File: config.mk
export PLATFORM = sky130hd
export DESIGN_NAME = partial_product_generator_flat
export DESIGN_NICKNAME = d
export VERILOG_FILES = /design/src/rtl/partial_product_generator_if.sv /design/src/rtl/partial_product_generator.sv /design/src/flat_wrapper.sv
export SDC_FILE = /design/constraint.sdc
export NUM_CORES = 1
export LEC_CHECK = 0
export ABC_CLOCK_PERIOD_IN_PS = 3950
export CAP_MARGIN = 20
export CORE_MARGIN = 2
export CORE_UTILIZATION = 40
export CTS_CLUSTER_SIZE = 28
export DETAILED_ROUTE_END_ITERATION = 8
export GPL_TIMING_DRIVEN = 0
export PLACE_DENSITY_LB_ADDON = 0.25
export SLEW_MARGIN = 10
export SYNTH_ARGS = -nofsm -noshare
export SYNTH_HDL_FRONTEND = slang
export SYNTH_SLANG_ARGS = --single-unit
File: constraint.sdc
create_clock -name clk -period 3.95 [get_ports clk]
set_clock_uncertainty 0.15 [all_clocks]
set_input_delay 0.79 -clock clk [delete_from_list [all_inputs] [get_ports clk]]
set_output_delay 0.79 -clock clk [all_outputs]
set_load 0.05 [all_outputs]
File: src/rtl/partial_product_generator_if.sv
// Operand request / partial-product stream bundle between the multiplier
// front end and its requester and accumulator.
interface partial_product_generator_if #(
    parameter int unsigned DATA_WIDTH = 16
);
    logic                  start;
    logic [DATA_WIDTH-1:0] multiplicand;
    logic [DATA_WIDTH-1:0] multiplier;
    logic [DATA_WIDTH-1:0] partial_product;
    logic                  partial_product_valid;
    logic                  busy;
    logic                  done;
    logic                  pp_overflow;

    // Requester side: issues operands, observes the stream.
    modport master (
        output start, multiplicand, multiplier,
        input  partial_product, partial_product_valid, busy, done, pp_overflow
    );

    // Generator side.
    modport slave (
        input  start, multiplicand, multiplier,
        output partial_product, partial_product_valid, busy, done, pp_overflow
    );
endinterface

File: src/rtl/partial_product_generator.sv
// Shift-add multiplier front end: streams one partial product per cycle,
// multiplier LSB first, then a one-cycle done gap for the accumulator.
module partial_product_generator #(
    parameter int unsigned DATA_WIDTH  = 16,
    parameter bit          SIGNED_MODE = 1'b1
) (
    input logic                     clk,
    input logic                     reset_n,
    partial_product_generator_if.slave bus
);
    localparam int unsigned IDX_W = (DATA_WIDTH > 1) ? $clog2(DATA_WIDTH) : 1;
    localparam logic [IDX_W-1:0]      LAST_IDX = IDX_W'(DATA_WIDTH - 1);
    localparam logic [DATA_WIDTH-1:0] MIN_NEG  = {1'b1, {(DATA_WIDTH-1){1'b0}}};

    typedef enum logic [1:0] {
        IDLE = 2'd0,
        EMIT = 2'd1,
        DONE = 2'd2
    } state_t;

    state_t                state, state_nxt;
    logic [IDX_W-1:0]      idx, idx_nxt;
    logic [DATA_WIDTH-1:0] mcand, mcand_nxt;
    logic [DATA_WIDTH-1:0] mplier, mplier_nxt;
    logic [DATA_WIDTH-1:0] pp, pp_nxt;
    logic                  valid, valid_nxt;
    logic                  busy, busy_nxt;
    logic                  done, done_nxt;
    logic                  ovf, ovf_nxt;

    logic                  accept_c;
    logic [DATA_WIDTH-1:0] sel_mcand_c;
    logic [DATA_WIDTH-1:0] sel_mplier_c;
    logic [IDX_W-1:0]      sel_idx_c;
    logic [DATA_WIDTH-1:0] pp_c;
    logic                  ovf_c;

    // Operands/index feeding the next presented partial product: the incoming
    // pair on an accepted start, otherwise the latched pair at idx+1.
    always_comb begin : source_select
        accept_c     = (state != EMIT) && bus.start;
        sel_mcand_c  = mcand;
        sel_mplier_c = mplier;
        sel_idx_c    = idx + IDX_W'(1);
        if (accept_c) begin
            sel_mcand_c  = bus.multiplicand;
            sel_mplier_c = bus.multiplier;
            sel_idx_c    = '0;
        end
    end

    // Partial product for the selected index; the signed MSB row is negated,
    // and negating the most negative value wraps onto itself.
    always_comb begin : pp_compute
        pp_c  = '0;
        ovf_c = 1'b0;
        if (sel_mplier_c[sel_idx_c]) begin
            if (SIGNED_MODE && (sel_idx_c == LAST_IDX)) begin
                pp_c  = '0 - sel_mcand_c;
                ovf_c = (sel_mcand_c == MIN_NEG);
            end else begin
                pp_c = sel_mcand_c;
            end
        end
    end

    // Next state and next registered outputs.
    always_comb begin : fsm_next
        state_nxt  = state;
        idx_nxt    = idx;
        mcand_nxt  = mcand;
        mplier_nxt = mplier;
        pp_nxt     = '0;
        valid_nxt  = 1'b0;
        busy_nxt   = 1'b0;
        done_nxt   = 1'b0;
        ovf_nxt    = 1'b0;

        case (state)
            IDLE, DONE: begin
                state_nxt = IDLE;
                if (accept_c) begin
                    state_nxt  = EMIT;
                    idx_nxt    = '0;
                    mcand_nxt  = bus.multiplicand;
                    mplier_nxt = bus.multiplier;
                    pp_nxt     = pp_c;
                    ovf_nxt    = ovf_c;
                    valid_nxt  = 1'b1;
                    busy_nxt   = 1'b1;
                end
            end
            EMIT: begin
                if (idx == LAST_IDX) begin
                    state_nxt = DONE;
                    idx_nxt   = '0;
                    done_nxt  = 1'b1;
                end else begin
                    idx_nxt   = idx + IDX_W'(1);
                    pp_nxt    = pp_c;
                    ovf_nxt   = ovf_c;
                    valid_nxt = 1'b1;
                    busy_nxt  = 1'b1;
                end
            end
            default: begin
                state_nxt = IDLE;
                idx_nxt   = '0;
            end
        endcase
    end

    // State, operand and output registers.
    always_ff @(posedge clk or negedge reset_n) begin : fsm_regs
        if (!reset_n) begin
            state  <= IDLE;
            idx    <= '0;
            mcand  <= '0;
            mplier <= '0;
            pp     <= '0;
            valid  <= 1'b0;
            busy   <= 1'b0;
            done   <= 1'b0;
            ovf    <= 1'b0;
        end else begin
            state  <= state_nxt;
            idx    <= idx_nxt;
            mcand  <= mcand_nxt;
            mplier <= mplier_nxt;
            pp     <= pp_nxt;
            valid  <= valid_nxt;
            busy   <= busy_nxt;
            done   <= done_nxt;
            ovf    <= ovf_nxt;
        end
    end

    assign bus.partial_product       = pp;
    assign bus.partial_product_valid = valid;
    assign bus.busy                  = busy;
    assign bus.done                  = done;
    assign bus.pp_overflow           = ovf;

endmodule

File: src/flat_wrapper.sv
// flat-port wrapper written by rule: the top's interface ports become plain ports
module partial_product_generator_flat 
#(
    parameter int unsigned DATA_WIDTH  = 16,
    parameter bit          SIGNED_MODE = 1'b1
)
  (clk, reset_n, bus_start, bus_multiplicand, bus_multiplier, bus_partial_product, bus_partial_product_valid, bus_busy, bus_done, bus_pp_overflow);
  partial_product_generator_if #(.DATA_WIDTH(DATA_WIDTH)) bus_i ();
  input logic clk;
  input logic reset_n;
  input wire logic [$bits(bus_i.start)-1:0] bus_start;
  input wire logic [$bits(bus_i.multiplicand)-1:0] bus_multiplicand;
  input wire logic [$bits(bus_i.multiplier)-1:0] bus_multiplier;
  output wire logic [$bits(bus_i.partial_product)-1:0] bus_partial_product;
  output wire logic [$bits(bus_i.partial_product_valid)-1:0] bus_partial_product_valid;
  output wire logic [$bits(bus_i.busy)-1:0] bus_busy;
  output wire logic [$bits(bus_i.done)-1:0] bus_done;
  output wire logic [$bits(bus_i.pp_overflow)-1:0] bus_pp_overflow;
  assign bus_i.start = bus_start;
  assign bus_i.multiplicand = bus_multiplicand;
  assign bus_i.multiplier = bus_multiplier;
  assign bus_partial_product = bus_i.partial_product;
  assign bus_partial_product_valid = bus_i.partial_product_valid;
  assign bus_busy = bus_i.busy;
  assign bus_done = bus_i.done;
  assign bus_pp_overflow = bus_i.pp_overflow;
  partial_product_generator #(.DATA_WIDTH(DATA_WIDTH), .SIGNED_MODE(SIGNED_MODE)) u_core (.clk(clk), .reset_n(reset_n), .bus(bus_i));
endmodule
=== Word level (Yosys, flattened, before mapping) ===
Index checks and enable logic that the tools add are counted.

* Reduce and logical (&&, ||, !) cells: 3
* Eq/ne operators: 8
* Add/subtract/negate cells: 2
* Mux-type cells: 26
* Magnitude comparators: 1

{| class="wikitable"
|+ Operator list
! cell !! number
|-
| $mux 16 || 6
|-
| $pmux 16 s2 || 1
|-
| $eq 16x16->1 const B || 1
|-
| $sub 1x16->16 const A || 1
|-
| $mux 4 || 3
|-
| $mux 1 || 10
|-
| $eq 4x4->1 const B || 2
|-
| $pmux 4 s2 || 1
|-
| $ne 2x1->1 const B || 3
|-
| $lt 4x5->1 const B || 1
|-
| $add 4x1->4 const B || 1
|-
| $bmux 1 s4 || 1
|-
| $pmux 1 s2 || 2
|-
| $pmux 2 s2 || 1
|-
| $eq 2x1->1 const B || 1
|-
| $eq 2x2->1 const B || 1
|-
| $logic_not 2->1 || 1
|-
| $mux 2 || 1
|-
| $reduce_or 2->1 || 1
|-
| $logic_and 1x1->1 || 1
|}

* Word-level logic and storage cells: 48
* Bits in registers: 57

=== Longest topological paths before layout ===
Gate-level depths: netlist of the first run.

* Word-level depth: 8
* Depth in mapped cells: 12
* Gate-level depth less buffers: 9

=== Worst setup path after synthesis of the first run ===
Ideal clock, no wire load.

* Kind: in2reg
* Start: input bus_multiplicand[5]
* End: register u_core.pp[13], in the netlist u_core.bus.partial_product[13]
* Buffers on the path: 0
* Path slack: 1.268 ns
* Data required time: 3.706 ns
* Library setup time: 0.094 ns
* Data arrival time: 2.438 ns
* Stages on the path: 6
* Cell sequence: or4_4 or4b_4 a22oi_4 a31oi_1 xnor2_1 a211oi_1

* Cells in the longest elaborated chain, start to end: 6
* Elaborated cells between the ends (all ways): 7
* Those cells by class: add/sub: 1; mux: 6

{| class="wikitable"
|+ RTL lines
! item !! RTL line !! RTL
|-
| start: declaration || flat_wrapper.sv:12 || <nowiki>input wire logic [$bits(bus_i.multiplicand)-1:0] bus_multiplicand;</nowiki>
|-
| $mux 16 (*) || n/a ||
|-
| $sub 1x16->16 (*) || partial_product_generator.sv:59 || <nowiki>pp_c = '0 - sel_mcand_c;</nowiki>
|-
| $mux 16 (*) || partial_product_generator.sv:58 || <nowiki>if (SIGNED_MODE && (sel_idx_c == LAST_IDX)) begin</nowiki>
|-
| $mux 16 (*) || partial_product_generator.sv:57 || <nowiki>if (sel_mplier_c[sel_idx_c]) begin</nowiki>
|-
| $mux 16 (on tied branches) || partial_product_generator.sv:94, partial_product_generator.sv:82 ||
|-
| $pmux 16 s2 (*) || partial_product_generator.sv:79 || <nowiki>case (state)</nowiki>
|-
| net u_core.pp_nxt[13] || partial_product_generator.sv:25 || <nowiki>logic [DATA_WIDTH-1:0] pp, pp_nxt;</nowiki>
|-
| end signal: assignment || partial_product_generator.sv:130 || <nowiki>pp <= pp_nxt;</nowiki>
|-
| end: declaration || partial_product_generator.sv:25 ||
|}

The timed path passes the listed nets; every way through them passes the cells marked *.
A chain may end at the register's enable or synchronous reset.

=== Final worst setup path of the first run ===
* Start: input bus_start
* End: register u_core.pp[12], in the netlist u_core.bus.partial_product[12]

* Cells in the longest elaborated chain, start to end: 7
* Elaborated cells between the ends (all ways): 13
* Those cells by class: add/sub: 1; eq/ne: 1; mux: 10; reduce/logical: 1

{| class="wikitable"
|+ RTL lines
! item !! RTL line !! RTL
|-
| start: declaration || flat_wrapper.sv:11 || <nowiki>input wire logic [$bits(bus_i.start)-1:0] bus_start;</nowiki>
|-
| $logic_and 1x1->1 (*) || partial_product_generator.sv:41 || <nowiki>accept_c = (state != EMIT) && bus.start;</nowiki>
|-
| $mux 16 (tied with other cells) || n/a ||
|-
| $sub 1x16->16 (tied with other cells) || partial_product_generator.sv:59 ||
|-
| $mux 16 or $mux 1 (tied branches) || partial_product_generator.sv:58, partial_product_generator.sv:57 ||
|-
| $mux 16 || partial_product_generator.sv:57 ||
|-
| $mux 16 (on tied branches) || partial_product_generator.sv:94, partial_product_generator.sv:82 ||
|-
| $pmux 16 s2 (*) || partial_product_generator.sv:79 ||
|-
| net u_core.pp_nxt[12] || partial_product_generator.sv:25 ||
|}

The timed path passes the listed nets; every way through them passes the cells marked *. The select of a mux whose other input is x is not followed.

==> results.md, run 1 <==
* Status: complete, no violations
* Vias at 2060
* Synth Flop Type: dfrtp_1
* Setup violators final at 0
* Ordered cell list for the critical path: clkdlybuf4s50_1, inv_1, nor2_1, nor2_1, a21oi_1, ha_1, buf_4, a31oi_1, xnor2_1, a211oi_1
* Max-Cap Viols at 0
* Net load switching power at 1.19 mW
* Fin. Hold Viols at 0
* Core area at 6720 um^2
* CTS Hold Bufs at 0
* Mapped Nets at 283
* Delay-heaviest family, CP: buffers and inverters
* Layout cell share with drive strength beyond 1 at 0.177
* WL met2 at 2760 um
* Clk slew on worst S/H paths at 0.06 ns
* Post-synth top area cell: dfrtp_1
* Switch share at 0.402
* RSZ-0062 raised after global routing: false
* Max-slew headroom at 0.532
* H-tree Lvls at 3
* CTS tree: yes
* CP Buf/Inv Count at 3
* Routed length on met3 at 309 um
* Iter 0 DRT Violations at 100
* First-pass GRT wire length at 10300 um
* Top sig layer: met4
* Fin Setup TNS at 0 ns
* Worst-Margin Slew at 0.702 ns
* Mapped Area at 2760 um^2
* Synth Instances at 246
* Slowest stage cell, crit path: clkdlybuf4s50_1
* YS warnings at 0
* Final Wtd Congestion at 0.811
* Setup CP Type: in -> reg
* Crit share post-route at 0.790
* Die X-Extent at 87.1 um
* Starting density of the core at 0.411
* Seq/Total Area, Yosys at 0.517
* Die Y at 87.1 um
* I/O Pins at 55
* Detail Route Antenna Nets at 0
* Share of the synthesized area in the top cell type at 0.517
* Data arrival time of the worst path at 3.20 ns
* Area of the multi-input gates at 1220 um^2
* Via density per instance at 5.20
* Portion of netlist area occupied by mux cells at 0.153
* N_diodes at 0
* Clk buf depth at 2
* Post-Synth XOR/XNOR Area at 0.0507
* Crit path required time at 4.03 ns
* Post-synthesis simple-gate area fraction at 0.117
* Cell Pwr Density at 827 nW/um^2
* Die area at 7580 um^2
* Clk_lat worst skew at 0.33 ns
* Dpl hpwl at 4390 um
* Post-CTS setup buffer count at 0
* Mean Syn Cell Area at 11.2 um^2
* Clock network power share at 0.163
* Finished Core Util at 0.532
* Most frequent cell after synthesis: dfrtp_1
* Slew Limit Fails at 0
* Std cell rows at 30
* Largest net degree at the start of global routing at 58
* Count of cell types in the netlist at 38
* Tmin final at 3.12 ns
* Setup ws final at 0.828 ns
* Asr flop ratio synth at 1.00
* Routed WL at 5900 um
* CTS Buf Count at 9
* Clock root buffer: clkbuf_8
* Maximum fanout along the worst path at 8
* Vias in the first global route at 2149
* Post-Synth Adder-Cell Area at 0.00906
* Post-CTS Resized at 0
* Static Leak at 1.49 nW
* Sequential share of power at 0.343
* Setup slack after placement at 0.516 ns
* WL met1 at 2730 um
* Port Buffers at 54
* Main combinational cell family by area after synthesis: multiplexers
* Worst vdd ir at 0.000463 V
* Yosys reg bits at 57
* Final routed DRC violation total at 0
* CTS Sinks at 57
* Startpoint class of the critical path: primary input
* Kind of end point of the critical path: flip-flop
* Fill cells at 607
* Initial antenna violation count at 0
* Synth top cells by count: 57 x dfrtp_1, 34 x nor2_1, 25 x mux2_2
* Comb pwr share at 0.494
* Area Overhead vs Synth at 29.4%
* Largest cells by area after synthesis: dfrtp_1 52%, mux2_2 10%, nor2_1 4.6%
* Fin nets at 348
* Maximum clock rate at 320 MHz
* Initial DRT Pass Iterations at 4
* Max stage delay on crit path at 0.61 ns
* Total area of sequential cells at 1430 um^2
* Tot GR Track Use at 0.178
* Cell Int Power at 1.77 mW
* Post-synth EDFFs at 0
* Drt wl/cell at 14.9 um
* Post-synthesis compound-gate area fraction at 0.113
* CP dominant cell by count: nor2_1
* Worst Hold Class: in -> async
* Remaining Overflow, GRT at 0
==> layout by cell type, fill, tap and decap left out, types with 5 or more instances in the layout <==
master           instances
nor3_1                   5
mux2i_1                  5
clkdlybuf4s50_1         53
o21ai_0                 10
mux2_2                  25
dfrtp_1                 57
inv_1                    8
xnor2_1                 12
clkbuf_1                 9
a211oi_1                14
clkbuf_8                11
a21oi_1                  9
nor2_1                  34
nand2_1                 12
a31oi_1                  5
==> kinds of logic after synthesis <==
kind of cell,after synthesis
compound gates,46
xor+xnor,16
fa+ha+maj,2
buf+inv,22
flops,57
mux,34
simple gates,69
==> stage by stage <==
step / cell area (um^2) / total power [mW] / hold WS [ns] / cells
final: 3570 / 2.95 / 0.348 / 396
after global routing: 3570 / 3.19 / 0.383 / 396
after CTS: 3570 / 2.99 / 0.362 / 396
after detailed placement: 3400 / 2.50 / 0.347 / 380
after global placement: 3400 / 2.47 / 0.336 / 380
after floorplan: 2760 / 2.09 / 0.317 / 246
==> layout make-up <==
type	instances	share of cell area
multi-input cells	167	0.342
clock buffers	13	0.0445
clock inverters	3	0.00420
inverters	8	0.00840
flip-flops and latches	57	0.399
well taps	80	0.0280
plain buffers	14	0.0231
repair buffers	54	0.151
==> metal layers <==
metal / up-vias / track usage
met4: 0 / 0.0767
met2: 58 / 0.280
met5: - / 0
met1: 985 / 0.235
li1: 1006 / -
met3: 11 / 0.0417
==> worst paths after layout <==
path | cells past startpoint | slack, ns | endpoint | startpoint
max | 10 | 0.83 | u_core.bus.partial_product[12]$_DFF_PN0_ | bus_start
max in group asynchronous | 1 | 2.82 | u_core.state[0]$_DFFE_PN0N_ | reset_n
min in group clk | 1 | 0.36 | u_core.mplier[10]$_DFFE_PN0P_ | u_core.mplier[10]$_DFFE_PN0P_
min reg2reg | 1 | 0.36 | u_core.mplier[10]$_DFFE_PN0P_ | u_core.mplier[10]$_DFFE_PN0P_
min | 1 | 0.35 | u_core.bus.partial_product[8]$_DFF_PN0_ | reset_n
max reg2reg | 9 | 1.18 | u_core.bus.partial_product[7]$_DFF_PN0_ | u_core.idx[1]$_DFFE_PN0P_
==> state kept, by name, indices dropped and copies added (netlist names) <==
register,count
u_core.mplier,16
u_core.bus.done,1
u_core.bus.pp_overflow,1
u_core.bus.partial_product,16
u_core.mcand,16
u_core.bus.busy,1
u_core.state,2
u_core.idx,4
==> power by group through the flow <==
stage | registers [mW] | clock network (mW) | logic [mW]
6_report | 1.01 | 0.482 | 1.46
5_1_grt | 1.05 | 0.530 | 1.61
4_1_cts | 1.01 | 0.496 | 1.48
3_5_place_dp | 1.02 | 0 | 1.48
3_3_place_gp | 1.01 | 0 | 1.46
2_1_floorplan | 1.17 | 0 | 0.916
Power figures use the tool's default switching activity.
==> run 2, diff against run 1 <==
--- a/config.mk
+++ b/config.mk
@@ -5,7 +5,7 @@
 export SDC_FILE = /design/constraint.sdc
 export NUM_CORES = 1
 export LEC_CHECK = 0
-export ABC_CLOCK_PERIOD_IN_PS = 3950
+export ABC_CLOCK_PERIOD_IN_PS = 2800
 export CAP_MARGIN = 20
 export CORE_MARGIN = 2
 export CORE_UTILIZATION = 40
==> constraint.sdc (replaced) <==
create_clock -name clk -period 2.8 [get_ports clk]
set_clock_uncertainty 0.15 [all_clocks]
set_input_delay 0.56 -clock clk [delete_from_list [all_inputs] [get_ports clk]]
set_output_delay 0.56 -clock clk [all_outputs]
set_load 0.05 [all_outputs]
==> results.md, run 2 (synthesis results as in run 1) <==
* Port Buffers at 54 (unchanged)
* Max-Cap Viols at 0 (unchanged)
* Clk buf depth at 2 (unchanged)
* Die Y at 87.1 um (unchanged)
* Vias in the first global route at 2149 (unchanged)
* Initial antenna violation count at 0 (unchanged)
* Starting density of the core at 0.411 (unchanged)
* Clk_lat worst skew at 0.33 ns (about the same)
* Crit path required time at 2.88 ns (-1.15 ns)
* Remaining Overflow, GRT at 0 (unchanged)
* Largest net degree at the start of global routing at 58 (unchanged)
* N_diodes at 0 (unchanged)
* Routed WL at 6060 um (+2.7%)
* Slowest stage cell, crit path: or4_4
* Dpl hpwl at 4390 um (unchanged)
* Core area at 6720 um^2 (unchanged)
* Maximum fanout along the worst path at 4 (-4)
* Routed length on met3 at 355 um (+15%)
* Clk slew on worst S/H paths at 0.06 ns (about the same)
* Die X-Extent at 87.1 um (unchanged)
* Kind of end point of the critical path: flip-flop
* Layout cell share with drive strength beyond 1 at 0.215 (+0.0377)
* Worst vdd ir at 0.000651 V (+41%)
* Switch share at 0.398 (-0.00410)
* Setup ws final at 0.0518 ns (-0.776 ns)
* Worst Hold Class: in -> async
* WL met1 at 2780 um (+1.9%)
* Final routed DRC violation total at 0 (unchanged)
* Net load switching power at 1.74 mW (+47%)
* Iter 0 DRT Violations at 85 (-15%)
* Clock root buffer: clkbuf_8
* Most common cell after layout, fill and taps aside: dfrtp_1
* Most frequent cells in the layout: 57 x dfrtp_1, 53 x clkdlybuf4s50_1, 32 x nor2_1
* Sequential share of power at 0.326 (-0.017)
* Max-slew headroom at 0.531 (-0.000914)
* Max stage delay on crit path at 0.57 ns (-0.04 ns)
* Static Leak at 1.52 nW (+2.0%)
* RSZ-0062 raised after global routing: true
* Cell Int Power at 2.64 mW (+49%)
* Setup slack after placement at -0.404 ns (-0.920 ns)
* Cell Pwr Density at 1200 nW/um^2 (+45%)
* First-pass GRT wire length at 10300 um (unchanged)
* Maximum clock rate at 364 MHz
* Top sig layer: met4
* Fin nets at 353 (+1.4%)
* H-tree Lvls at 3 (unchanged)
* Clock network power share at 0.155 (-0.008)
* Die area at 7580 um^2 (unchanged)
* Std cell rows at 30 (unchanged)
* Status: complete, no violations
* Startpoint class of the critical path: primary input
* CTS Sinks at 57 (unchanged)
* Worst-Margin Slew at 0.704 ns (+0.00137 ns)
* Slew Limit Fails at 0 (unchanged)
* Final std cells w/o fill at 401 (+1.3%)
* Total power at 4.38 mW (+48%)
* Tot GR Track Use at 0.178 (unchanged)
* Data arrival time of the worst path at 2.83 ns (-0.37 ns)
* Placed cell count at 380 (unchanged)
* Detail Route Antenna Nets at 0 (unchanged)
* Setup CP Type: in -> reg
* Setup violators final at 0 (unchanged)
* Comb pwr share at 0.519 (+0.025)
* Final hold slack at 0.133 ns (-0.215 ns)
* Drt wl/cell at 15.1 um (+1.4%)
* CTS tree: yes
* Ordered cell list for the critical path: clkdlybuf4s50_1, or4_4, or4b_4, a22oi_4, a31oi_2, xnor2_1, a211oi_1
* Initial DRT Pass Iterations at 4 (unchanged)
* Crit share post-route at 0.982
* R2R Setup Slk at 0.11 ns (-1.07 ns)
* Final Wtd Congestion at 0.811 (unchanged)
* CTS Buf Count at 9 (unchanged)
* Fin. Hold Viols at 0 (unchanged)
* Vias at 2084 (+1.2%)
* Via density per instance at 5.20 (about the same)
* I/O Pins at 55 (unchanged)
* WL met2 at 2830 um (+2.6%)
* Area Overhead vs Synth at 32.1%
* Tmin final at 2.75 ns
==> run 2: final timing paths <==
path                                              start                                  endpoint  cells past startpoint
min                                             reset_n   u_core.bus.partial_product[5]$_DFF_PN0_                      1
min in group clk           u_core.mplier[4]$_DFFE_PN0P_              u_core.mplier[4]$_DFFE_PN0P_                      1
min reg2reg                u_core.mplier[4]$_DFFE_PN0P_              u_core.mplier[4]$_DFFE_PN0P_                      1
max in group asynchronous                       reset_n              u_core.mplier[4]$_DFFE_PN0P_                      1
max reg2reg                   u_core.idx[1]$_DFFE_PN0P_  u_core.bus.partial_product[14]$_DFF_PN0_                      9
max                                 bus_multiplicand[5]  u_core.bus.partial_product[13]$_DFF_PN0_                      7
==> run 2: repair_timing <==
item / 4_1_cts / 5_1_grt
endpoints found under the setup margin: 5 / 35
gates resized for setup: 1 / 10
hold buffers: 0 / 0
setup buffers: 0 / 5
pin swaps: 0 / 5
==> run 2: layer usage <==
metal,track usage,vias to the layer above
met5,0,-
met3,0.0417,7
met4,0.0767,0
li1,-,1014
met2,0.280,67
met1,0.235,996
==> run 2: layout make-up <==
class                   instances  area [um^2]
well taps                      80          100
inverters                       8         30.0
multi-input cells             167         1250
clock buffers                  13          159
clock inverters                 3         15.0
flip-flops and latches         57         1430
fillers                       598         3070
plain buffers                  14         87.6
repair buffers                 59          576
==> run 2: through the flow <==
step                TNS (ns)  cell area [um^2]   util
floorplan                  0              2760      -
global placement      -52.67              3400  0.506
detailed placement     -9.35              3400  0.506
CTS                        0              3580  0.532
global route         -0.0123              3650  0.543
finish                     0              3650  0.543
==> run 2: power groups by stage <==
stage / registers, mW / logic [mW] / clock network [mW]
global placement: 1.43 / 2.05 / 0
CTS: 1.43 / 2.09 / 0.699
detailed placement: 1.44 / 2.08 / 0
floorplan: 1.65 / 1.29 / 0
finish: 1.43 / 2.27 / 0.679
global route: 1.48 / 2.47 / 0.750
==> run 2: worst max-delay path, delay by kind of cell <==
kind                   cells  cell delay (ns)
AND/OR/NAND/NOR            2             1.09
XOR/XNOR                   1             0.15
AO/OA/AOI/OAI              3             0.58
buffers and inverters      1             0.45
==> run 3, diff against run 2 <==
--- a/config.mk
+++ b/config.mk
@@ -7,7 +7,6 @@
 export LEC_CHECK = 0
 export ABC_CLOCK_PERIOD_IN_PS = 2800
 export CAP_MARGIN = 20
-export CORE_MARGIN = 2
 export CORE_UTILIZATION = 40
 export CTS_CLUSTER_SIZE = 28
 export DETAILED_ROUTE_END_ITERATION = 8
==> results.md, run 3 (synthesis results as in run 1) <==
* Kind of end point of the critical path: flip-flop
* Largest net degree at the start of global routing at 58 (unchanged)
* Max-slew headroom at 0.520 (-0.0103)
* Die X-Extent at 85.1 um (-2.3%)
* Via density per instance at 5.31 (+2.2%)
* Maximum fanout along the worst path at 4 (unchanged)
* Fill cells at 541 (-9.5%)
* GR Util met3 at 0.0447 (+0.00304)
* Die Y at 85.1 um (-2.3%)
* Clk slew on worst S/H paths at 0.06 ns (about the same)
* Layout cell share with drive strength beyond 1 at 0.204 (-0.0106)
* Comb pwr share at 0.509 (-0.010)
* Worst r2r path cells at 9 (unchanged)
* Final routed DRC violation total at 0 (unchanged)
* Setup ws final at 0.0653 ns (+0.0135 ns)
* N_diodes at 0 (unchanged)
* Vias in the first global route at 2240 (+4.2%)
* CTS Hold Bufs at 0 (unchanged)
* CTS Buf Count at 9 (unchanged)
* First-pass GRT wire length at 10600 um (+3.1%)
* Tot GR Track Use at 0.193 (+0.0154)
* Most frequent cells in the layout: 57 x dfrtp_1, 53 x clkdlybuf4s50_1, 32 x nor2_1
* Data arrival time of the worst path at 2.83 ns (about the same)
* Dpl hpwl at 4430 um (+0.92%)
* Clk_lat worst skew at 0.34 ns (about the same)
* H-tree Lvls at 3 (unchanged)
* Slew Limit Fails at 0 (unchanged)
* Routed WL at 6180 um (+2.1%)
* Clock root buffer: clkbuf_8
* Clk buf depth at 2 (unchanged)
* CTS Sinks at 57 (unchanged)
* Static Leak at 1.51 nW (-1.0%)
* Worst Hold Class: in -> async
* Layer with the highest usage: met2
* Starting density of the core at 0.425 (+0.0142)
* Net load switching power at 1.72 mW (-1.2%)
* CTS tree: yes
* Initial antenna violation count at 0 (unchanged)
* Finished Core Util at 0.554 (+0.0112)
* Final Wtd Congestion at 0.826 (+1.9%)
* Fin Setup TNS at 0 ns (unchanged)
* Switch share at 0.407 (+0.00868)
* Sequential share of power at 0.337 (+0.011)
* Worst reg2reg path endpoint: u_core.bus.partial_product[7]$_DFF_PN0_
* Initial DRT Pass Iterations at 4 (unchanged)
* Vias at 2097 (+0.62%)
* Remaining Overflow, GRT at 0 (unchanged)
* Cell Int Power at 2.51 mW (-4.7%)
* Fin. Hold Viols at 0 (unchanged)
* Worst vdd ir at 0.000429 V (-34%)
* R2R Setup Slk at 0.23 ns (+0.12 ns)
* Area Overhead vs Synth at 30.4%
* Tmin final at 2.73 ns (-0.0135 ns)
* RSZ-0062 raised after global routing: false
* Setup slack after placement at -0.521 ns (-0.117 ns)
* Grt met1 use at 0.246 (+0.0113)
* Std cell rows at 29 (-3.3%)
* Worst r2r src: u_core.idx[1]$_DFFE_PN0P_
* Status: complete, no violations
* I/O Pins at 55 (unchanged)
* Detail Route Antenna Nets at 0 (unchanged)
* Most common cell after layout, fill and taps aside: dfrtp_1
* Worst-Margin Slew at 0.719 ns (+0.0155 ns)
* Crit share post-route at 0.977 (-0.00483)
* Maximum clock rate at 366 MHz (+0.49%)
* Drt wl/cell at 15.7 um (+3.6%)
* Die area at 7240 um^2 (-4.5%)
* Startpoint class of the critical path: primary input
* Setup CP Type: in -> reg
* Cell Pwr Density at 1180 nW/um^2 (-2.0%)
* Core area at 6490 um^2 (-3.3%)
* Crit path required time at 2.89 ns (about the same)
* Fin nets at 351 (-0.57%)
* M2 GR Usage at 0.304 (+0.0232)
* Setup violators final at 0 (unchanged)
* Port Buffers at 54 (unchanged)
* Iter 0 DRT Violations at 132 (+55%)
* Max-Cap Viols at 0 (unchanged)
* Clock network power share at 0.154 (about the same)
[run 3: repair_timing]
item	4_1_cts	5_1_grt
cloned	0	0
buffers inserted	1	2
pin swaps	1	1
resized for setup	2	6
setup endpoints to repair	8	19
[run 3: power by group through the flow]
stage | logic, mW | clock network (mW) | registers, mW
after floorplan | 1.29 | 0 | 1.65
after global placement | 2.06 | 0 | 1.43
after detailed placement | 2.10 | 0 | 1.44
after CTS | 2.16 | 0.667 | 1.43
after global routing | 2.37 | 0.703 | 1.47
final | 2.16 | 0.650 | 1.43
[run 3: worst max-delay path by stage]
stage	endpoint	from	slack [ns]
finish	u_core.bus.partial_product[11]$_DFF_PN0_	bus_multiplicand[5]	0.07
global route	u_core.bus.partial_product[7]$_DFF_PN0_	bus_multiplicand[5]	0.0006
CTS	u_core.bus.partial_product[14]$_DFF_PN0_	bus_start	0.05
detailed placement	u_core.bus.partial_product[14]$_DFF_PN0_	bus_start	-0.52
global placement	u_core.mcand[10]$_DFFE_PN0P_	reset_n	-0.79
floorplan	u_core.bus.partial_product[13]$_DFF_PN0_	bus_multiplicand[5]	0.35
[run 3: stage by stage]
step	hold slack (ns)	area, um^2	std cells	power (mW)
4_1_cts	0.151	3570	393	4.26
3_3_place_gp	0.336	3400	377	3.49
6_report	0.123	3600	395	4.23
3_5_place_dp	0.345	3400	377	3.54
5_1_grt	0.188	3600	395	4.55
2_1_floorplan	0.114	2760	246	2.95
[run 3: critical path, cell delays in order]
cell and delay, ns:
clkdlybuf4s50_1 0.46, or4_4 0.57, or4b_4 0.52, a22oi_4 0.21, a21oi_1 0.12, xnor2_1 0.15, a211oi_1 0.24
[run 3: per-layer routing]
metal,wire length (um),vias to the layer above
met3,291,14
met1,2780,1008
met5,0,-
met4,155,0
li1,-,1010
met2,2950,65
[run 3: layout make-up]
cell class / count / area (um^2) / share of cell area
Inverter: 8 / 30.0 / 0.00834
Timing Repair Buffer: 57 / 561 / 0.156
Clock inverter: 4 / 20.0 / 0.00556
Multi-Input combinational cell: 167 / 1240 / 0.345
Buffer: 14 / 83.8 / 0.0233
Clock buffer: 11 / 141 / 0.0393
Sequential cell: 57 / 1430 / 0.396
Tap cell: 77 / 96.3 / 0.0268
